$ cat config.mk
export PLATFORM = sky130hd
export DESIGN_NAME = uart_rx_flat
export DESIGN_NICKNAME = d
export VERILOG_FILES = /design/src/rtl/uart_rx_if.sv /design/src/rtl/uart_rx.sv /design/src/flat_wrapper.sv
export SDC_FILE = /design/constraint.sdc
export NUM_CORES = 1
export LEC_CHECK = 0
export ABC_CLOCK_PERIOD_IN_PS = 2100
export BUFFER_PORTS_ARGS = -buffer_cell sky130_fd_sc_hd__buf_2
export CORE_ASPECT_RATIO = 1.1
export CORE_MARGIN = 4
export CORE_UTILIZATION = 59
export DETAILED_ROUTE_END_ITERATION = 16
export HOLD_SLACK_MARGIN = 0.03
export PLACE_DENSITY_LB_ADDON = 0.1
export SYNTH_ARGS = -nofsm -noshare
export SYNTH_HDL_FRONTEND = slang
export SYNTH_SLANG_ARGS = --single-unit
$ cat constraint.sdc
create_clock -name i_Clock -period 2.1 [get_ports i_Clock]
set_clock_uncertainty 0.05 [all_clocks]
set_input_delay 0.315 -clock i_Clock [delete_from_list [all_inputs] [get_ports i_Clock]]
set_output_delay 0.315 -clock i_Clock [all_outputs]
set_load 0.01 [all_outputs]
$ cat src/rtl/uart_rx_if.sv
// uart_rx_if
//   Bundles the serial line and receive-side outputs of the UART receiver.
//   slave  : the receiver (samples i_RX_Serial, drives the byte/strobe/status)
//   master : the environment (drives i_RX_Serial, observes the outputs)
//   Signals:
//     i_RX_Serial  raw asynchronous serial line, idle high
//     o_RX_DV      one-cycle strobe, o_RX_Byte holds a new valid byte
//     o_RX_Byte    last correctly framed byte
//     o_Frame_Err  one-cycle strobe, stop bit sampled low
//     o_Busy       receiver state machine is not idle
interface uart_rx_if;
  logic       i_RX_Serial;
  logic       o_RX_DV;
  logic [7:0] o_RX_Byte;
  logic       o_Frame_Err;
  logic       o_Busy;

  modport master (
    output i_RX_Serial,
    input  o_RX_DV,
    input  o_RX_Byte,
    input  o_Frame_Err,
    input  o_Busy
  );

  modport slave (
    input  i_RX_Serial,
    output o_RX_DV,
    output o_RX_Byte,
    output o_Frame_Err,
    output o_Busy
  );
endinterface

$ cat src/rtl/uart_rx.sv
// uart_rx
//   8N1 UART receiver, LSB first. Recovers bytes from an asynchronous serial
//   line using the system clock, strobes each good byte for one cycle and
//   strobes a framing error when the stop bit is low.
//   Parameters:
//     CLKS_PER_BIT  system clocks per serial bit (4..65535)
//   Ports:
//     i_Clock  system clock, rising edge
//     i_Reset  asynchronous active-high reset
//     rx_if    uart_rx_if.slave: serial in, byte/strobes/busy out
//
//   state   | meaning
//   --------+--------------------------------------------------------------
//   S_IDLE  | line idle, waiting for synchronized line to go low
//   S_START | timing to the middle of the start bit, reject glitches
//   S_DATA  | sampling 8 data bits one bit period apart
//   S_STOP  | sampling the stop bit, emitting byte or framing error
//   S_BREAK | line held low after a bad stop bit, wait for it to go high
module uart_rx #(
  parameter int unsigned CLKS_PER_BIT = 217
) (
  input  logic      i_Clock,
  input  logic      i_Reset,
  uart_rx_if.slave  rx_if
);

  localparam int unsigned CW = (CLKS_PER_BIT > 1) ? $clog2(CLKS_PER_BIT) : 1;
  localparam logic [CW-1:0] HALF = CW'((CLKS_PER_BIT - 1) / 2);
  localparam logic [CW-1:0] LAST = CW'(CLKS_PER_BIT - 1);

  typedef enum logic [2:0] {
    S_IDLE  = 3'd0,
    S_START = 3'd1,
    S_DATA  = 3'd2,
    S_STOP  = 3'd3,
    S_BREAK = 3'd4
  } state_t;

  logic          sync1_q, sync2_q;
  logic          rx_s;
  state_t        state_q, state_d;
  logic [CW-1:0] cnt_q, cnt_d;
  logic [2:0]    idx_q, idx_d;
  logic [7:0]    shift_q, shift_d;
  logic [7:0]    byte_q, byte_d;
  logic          dv_q, dv_d;
  logic          fe_q, fe_d;

  // Two-flop synchronizer; resets to the idle (high) line level so a
  // reset release on an idle line never looks like a start edge.
  always_ff @(posedge i_Clock or posedge i_Reset) begin
    if (i_Reset) begin
      sync1_q <= 1'b1;
      sync2_q <= 1'b1;
    end else begin
      sync1_q <= rx_if.i_RX_Serial;
      sync2_q <= sync1_q;
    end
  end

  assign rx_s = sync2_q;

  always_ff @(posedge i_Clock or posedge i_Reset) begin
    if (i_Reset) begin
      state_q <= S_IDLE;
      cnt_q   <= '0;
      idx_q   <= '0;
      shift_q <= '0;
      byte_q  <= '0;
      dv_q    <= 1'b0;
      fe_q    <= 1'b0;
    end else begin
      state_q <= state_d;
      cnt_q   <= cnt_d;
      idx_q   <= idx_d;
      shift_q <= shift_d;
      byte_q  <= byte_d;
      dv_q    <= dv_d;
      fe_q    <= fe_d;
    end
  end

  always_comb begin
    state_d = state_q;
    cnt_d   = cnt_q;
    idx_d   = idx_q;
    shift_d = shift_q;
    byte_d  = byte_q;
    dv_d    = 1'b0;
    fe_d    = 1'b0;

    case (state_q)
      S_IDLE: begin
        if (!rx_s) begin
          state_d = S_START;
          cnt_d   = '0;
        end
      end

      S_START: begin
        if (cnt_q == HALF) begin
          // Mid start bit: still low means a real frame, high means a glitch.
          if (!rx_s) begin
            state_d = S_DATA;
            cnt_d   = '0;
            idx_d   = '0;
          end else begin
            state_d = S_IDLE;
          end
        end else begin
          cnt_d = cnt_q + CW'(1);
        end
      end

      S_DATA: begin
        if (cnt_q == LAST) begin
          shift_d[idx_q] = rx_s;
          cnt_d          = '0;
          if (idx_q == 3'd7) begin
            state_d = S_STOP;
          end else begin
            idx_d = idx_q + 3'd1;
          end
        end else begin
          cnt_d = cnt_q + CW'(1);
        end
      end

      S_STOP: begin
        if (cnt_q == LAST) begin
          cnt_d = '0;
          if (rx_s) begin
            byte_d  = shift_q;
            dv_d    = 1'b1;
            state_d = S_IDLE;
          end else begin
            fe_d    = 1'b1;
            state_d = S_BREAK;
          end
        end else begin
          cnt_d = cnt_q + CW'(1);
        end
      end

      S_BREAK: begin
        if (rx_s) begin
          state_d = S_IDLE;
        end
      end

      default: begin
        state_d = S_IDLE;
      end
    endcase
  end

  assign rx_if.o_RX_DV     = dv_q;
  assign rx_if.o_RX_Byte   = byte_q;
  assign rx_if.o_Frame_Err = fe_q;
  assign rx_if.o_Busy      = (state_q != S_IDLE);

endmodule

$ cat src/flat_wrapper.sv
// flat-port wrapper written by rule: the top's interface ports become plain ports
module uart_rx_flat 
#(
  parameter int unsigned CLKS_PER_BIT = 217
)
  (i_Clock, i_Reset, rx_if_i_RX_Serial, rx_if_o_RX_DV, rx_if_o_RX_Byte, rx_if_o_Frame_Err, rx_if_o_Busy);
  uart_rx_if rx_if_i ();
  input  logic i_Clock;
  input  logic i_Reset;
  input wire logic [$bits(rx_if_i.i_RX_Serial)-1:0] rx_if_i_RX_Serial;
  output wire logic [$bits(rx_if_i.o_RX_DV)-1:0] rx_if_o_RX_DV;
  output wire logic [$bits(rx_if_i.o_RX_Byte)-1:0] rx_if_o_RX_Byte;
  output wire logic [$bits(rx_if_i.o_Frame_Err)-1:0] rx_if_o_Frame_Err;
  output wire logic [$bits(rx_if_i.o_Busy)-1:0] rx_if_o_Busy;
  assign rx_if_i.i_RX_Serial = rx_if_i_RX_Serial;
  assign rx_if_o_RX_DV = rx_if_i.o_RX_DV;
  assign rx_if_o_RX_Byte = rx_if_i.o_RX_Byte;
  assign rx_if_o_Frame_Err = rx_if_i.o_Frame_Err;
  assign rx_if_o_Busy = rx_if_i.o_Busy;
  uart_rx #(.CLKS_PER_BIT(CLKS_PER_BIT)) u_core (.i_Clock(i_Clock), .i_Reset(i_Reset), .rx_if(rx_if_i));
endmodule
Yosys cells after proc, flatten, opt, wreduce, memory -nomap -nowiden --
Index checks and enable logic that the tools add are counted.
Word-level totals: bits in registers 34, bits of input ports 3, output and inout bits 11, logic and storage cells 65
Operators by class: add/sub/neg operators 2, magnitude comparators 2, equality and inequality tests 15, mux-type cells 27, reductions and logical operators 10
Operators by type and width (count):
- 2-to-1 mux 3 bit | 11
- 2-to-1 mux 8 bit | 3
- case mux 8 bit (3 select lines) | 1
- case mux 3 bit (5 select lines) | 1
- != test 2 x 1 -> 1 bit, second input constant | 5
- adder 8 x 1 -> 8 bit, second input constant | 1
- bitwise mux 8 bit | 1
- equality test 8 x 7 -> 1 bit, second input constant | 1
- equality test 8 bit, second input constant | 1
- 2-to-1 mux 1 bit | 7
- equality test 3 x 2 -> 1 bit, second input constant | 2
- equality test 3 bit, second input constant | 2
- != test 2 bit, second input constant | 3
- case mux 3 bit (2 select lines) | 1
- AND reduction 6 bit | 1
- nonzero test 3 bit | 2
- AND reduction 5 bit | 1
- less-than comparator 3 x 4 -> 1 bit, second input constant | 1
- adder 3 x 1 -> 3 bit, second input constant | 1
- demux 1 bit (select 3 bit) | 1
- equality test 3 x 1 -> 1 bit, second input constant | 1
- greater-or-equal comparator 3 x 1 -> 1 bit, second input constant | 1
- logical NOT 3 bit | 1
- AND reduction 3 bit | 1
- other kinds (5) | 5

Longest topological paths before layout --
word-level depth 5, mapped depth 6, gate-level depth less buffers 6

Worst setup path before layout --
Ideal clock, no wire load.
path type reg-to-reg, start reg u_core.cnt_q[0], end reg u_core.idx_q[0], library setup time 0.125 ns, arrival 1.710 ns, data required time 1.925 ns, slack 0.215 ns, cell stages (with the launch flop) 7, clock period less this slack 1.885 ns, path through dfrtp_1 > inv_1 > ha_1 > nand4b_2 > o31a_4 > a2111o_1 > mux2_2
Between the ends: cells in the longest elaborated chain, start to end 3
Ends and longest elaborated chain:
- start: declaration | line uart_rx.sv:42 | logic [CW-1:0] cnt_q, cnt_d;
- start signal: assignment | line uart_rx.sv:74 | cnt_q <= cnt_d;
- equality test 8 bit or equality test 8 x 7 -> 1 bit (tied branches) | line uart_rx.sv:116, uart_rx.sv:101
- != test 2 x 1 -> 1 bit (no line)
- AND reduction 5 bit (no line) *
- end signal: assignment | line uart_rx.sv:75 | idx_q <= idx_d;
- end: declaration | line uart_rx.sv:43 | logic [2:0] idx_q, idx_d;
Every way passes the cells marked *; elsewhere a longest branch is shown, timed or not. A chain may end at the register's enable or synchronous reset.

Worst setup path after layout --
start reg u_core.cnt_q[1], end reg u_core.shift_q[5]
Between the ends: cells in the longest elaborated chain, start to end 2
Ends and longest elaborated chain:
- equality test 8 bit | line uart_rx.sv:116 | if (cnt_q == LAST) begin
- AND reduction 2 bit (no line)
- end signal: assignment | line uart_rx.sv:76 | shift_q <= shift_d;
- end: declaration | line uart_rx.sv:44 | logic [7:0] shift_q, shift_d;
Every way passes these cells.

==> impl_metrics.csv <==
group,metric,value,unit
status,outcome,"finished, final reports clean",
sta,finalCriticalPeriod,2.01,ns
sta,period_share,95.7,%
worst_setup_path,rr_endpoint,"u_core.shift_q[5]",
cts,cts_buffer_depth,2,
drt,drt.antenna.violating_nets,0,
synthesis,ys.flop_type,"dfrtp_1",
synthesis,synthArstFlopShare,100,%
worst_setup_path,worstPathRequired,2.27,ns
sta,tns,0,ns
worst_setup_path,crit_fanout,6,
sta,worst_pin_slew,0.621,ns
drt,vias,1319,
finish,final_util,70.9,%
cts,clkTransAtPathRegs,0.11,ns
cts,cts_max_level,2,
placement,dp_hpwl,2360,microns
finish,final_common_cell,"dfrtp_1",
worst_setup_path,ff2ff_setup_slack,0.09,ns
synthesis,synthesis.nets,170,
pwr,p_sw,233,uW
floorplan,io_pins,14,
pwr,seq_power_share,62.5,%
cts,cts_tree,"built",
worst_hold_path,worstHoldStart,"u_core.sync1_q",
synthesis,synth_edf_count,0,
drt,wl_per_cell,15.7,microns
floorplan,die_w,60.3,microns
sta,fmax,0.498,GHz
drt,drt-initial-drc-count,78,
synthesis,netlist_instances,163,
synthesis,yosys.cell_types.count,47,
pwr,power.internal,827,uW
pwr,clock_power_share,35.4,%
global_route,overflow,0,
worst_setup_path,path_class,"register to register",
placement,place.gp.congestion,0.839,
worst_hold_path,worstHoldPathType,"register to register",
pwr,power_per_cell_area,528,nW/um^2
floorplan,die_area,3950,sq um
worst_hold_path,hold_path_end,"u_core.rx_s",
cts,numCtsBuffers,5,
sta,finalMaxSlewViolations,0,
finish,synthToLayoutAreaGrowth,13.0,%
drt,dr.pass1.iters,4,
worst_hold_path,whs_path_depth,0,
drt,drc,0,
synthesis,seq_area_frac_synth,48.1,%
cts,worstSkewPairLatency,0.34,ns
global_route,track_usage,20.2,%
finish,layout_common_cells,"dfrtp_1 (30), mux2_2 (16), buf_2 (13), nand2_1 (11), nor2_1 (10)",
worst_setup_path,ff2ff_path_depth,6,
sta,relSlewSlack,58.4,%
worst_setup_path,r2r_start,"u_core.cnt_q[1]",
floorplan,design.core.area,2830,sq um
global_route,grt_pass1_vias,1310,
finish,n_antenna_cell,0,
cts,post-cts-setup-buffer-count,0,
synthesis,syn_area_per_cell,10.9,sq um
sta,hold_viol,0,
run,max_cap_viol_count,0,
floorplan,start_util,62.8,%
pwr,p_leak,0.000977,uW
global_route,grt_max_degree,35,
global_route,antenna_found_initial,0,
drt,drt-vias-per-instance,6.05,
finish,fin_nets,191,
pwr,comb_power_share,2.0,%
drt,drt_wl_total,3420,microns
synthesis,synth_seq_cells,34,
pwr,ir_worst_vdd,0.549,mV
cts,clock_sink_count,34,
global_route,grt_pass1_wl,5980,microns
synthesis,ys_warn_count,0,
synthesis,synthesis.area,1780,sq um
cts,cts_root_buf,"clkbuf_4",
sta,finalSetupViolations,0,
worst_setup_path,setup.worst_path.start_class,"register",
finish,drive_gt1_share,34.1,%
worst_setup_path,endpoint_kind,"register",
floorplan,dieHeight,65.5,microns
placement,portBuffers,13,
floorplan,rows,20,
worst_setup_path,worstPathArrival,2.18,ns
pwr,swShare,22.0,%
sta,rsz0062_at_grt,"no",
-- kinds of logic (layout without fill, tap and decap cells) --
family | count (synthesis) | count (layout) | synth area share [%]
multiplexers | 18 | 18 | 11.3
AO/OA/AOI/OAI | 33 | 33 | 13.6
flip-flops | 34 | 34 | 48.1
XOR/XNOR | 1 | 1 | 0.493
buffers and inverters | 18 | 40 | 5.22
adder cells (fa/ha/maj) | 4 | 4 | 2.82
AND/OR/NAND/NOR | 55 | 55 | 18.5
-- power by group through the flow --
| stage | clock [uW] | sequential [uW] | combinational, uW |
|---|---|---|---|
| floorplan | 0 | 672 | 14.6 |
| global placement | 0 | 675 | 19.2 |
| detailed placement | 0 | 675 | 19.8 |
| CTS | 390 | 663 | 22.6 |
| global route | 430 | 664 | 25.2 |
| finish | 376 | 663 | 21.7 |
-- routing by layer --
metal  GRT usage (%)  share of wire, %  vias to the layer above
met5               0                 0                        -
met4            7.48               2.2                        0
met3            4.91               4.8                       11
met2            32.2                49                       32
met1            26.5                44                      643
li1                -                 -                      633
-- what timing repair did --
action                                  in CTS  in global routing
resized for setup                            0                 10
hold buffers                                 2                  0
endpoints found under the setup margin       0                  5
hold endpoints to repair                    33                  0
-- through the flow --
step                std cells  area (sq um)  hold slack, ns  total power (uW)  setup slack [ns]
global route              218          2010           0.314              1120            0.0278
detailed placement        208          1890           0.305               695            0.0929
global placement          208          1890           0.296               694             0.158
finish                    218          2010           0.308              1060            0.0907
CTS                       218          1970           0.315              1080            0.0730
floorplan                 163          1780           0.269               687             0.215
-- flip-flops by register name, summed over array words and instances (netlist names) --
register / cells
u_core.sync1_q: 1
u_core.cnt_q: 8
u_core.shift_q: 8
u_core.state_q: 3
u_core.rx_if.o_RX_Byte: 8
u_core.idx_q: 3
u_core.rx_if.o_RX_DV: 1
u_core.rx_s: 1
u_core.rx_if.o_Frame_Err: 1
-- worst max path at each step --
stage | startpoint | endpoint | slack (ns) | depth (start not counted)
detailed placement | u_core.cnt_q[1] | u_core.idx_q[2] | 0.09 | 6
floorplan | u_core.cnt_q[0] | u_core.idx_q[0] | 0.21 | 6
finish | u_core.cnt_q[1] | u_core.shift_q[5] | 0.09 | 6
global route | u_core.cnt_q[1] | u_core.idx_q[0] | 0.03 | 6
CTS | u_core.cnt_q[1] | u_core.idx_q[2] | 0.07 | 6
global placement | u_core.cnt_q[0] | u_core.shift_q[3] | 0.16 | 6
-- synth_stat cells (all sizes together) (2+ instances only) --
library cell,number,share of area (%)
a21o,2,0.85
buf,6,2.7
nor3b,5,2.1
o211ai,2,0.85
a22o,2,1.1
clkbuf,2,0.42
dfrtp,32,45
nor3,8,2.9
nand2,12,3.0
a21oi,6,1.7
nand2b,3,1.2
ha,4,2.8
nand3,4,1.1
o21ai,7,2.0
o221ai,5,2.5
nor2,10,2.1
dfstp,2,3.0
mux2,17,11
nand3b,2,0.85
and4b,2,1.2
nand4b,2,1.3
inv,10,2.1
-- final cells by class --
cell class | count | area (sq um)
Multi-Input combinational cell | 111 | 861
Sequential cell | 34 | 856
Fill cell | 207 | 822
Timing Repair Buffer | 22 | 150
Clock buffer | 7 | 55.1
Tap cell | 33 | 41.3
Inverter | 10 | 37.5
Clock inverter | 1 | 5.00
-- worst max-delay path, cell delays in order (launching register included) --
cell	delay (ns)
dfrtp_2	0.47
inv_2	0.09
ha_4	0.13
and4b_2	0.31
nand4_1	0.24
nor3b_2	0.28
mux2_4	0.32
Note: power is estimated with default switching activity, not from simulation.
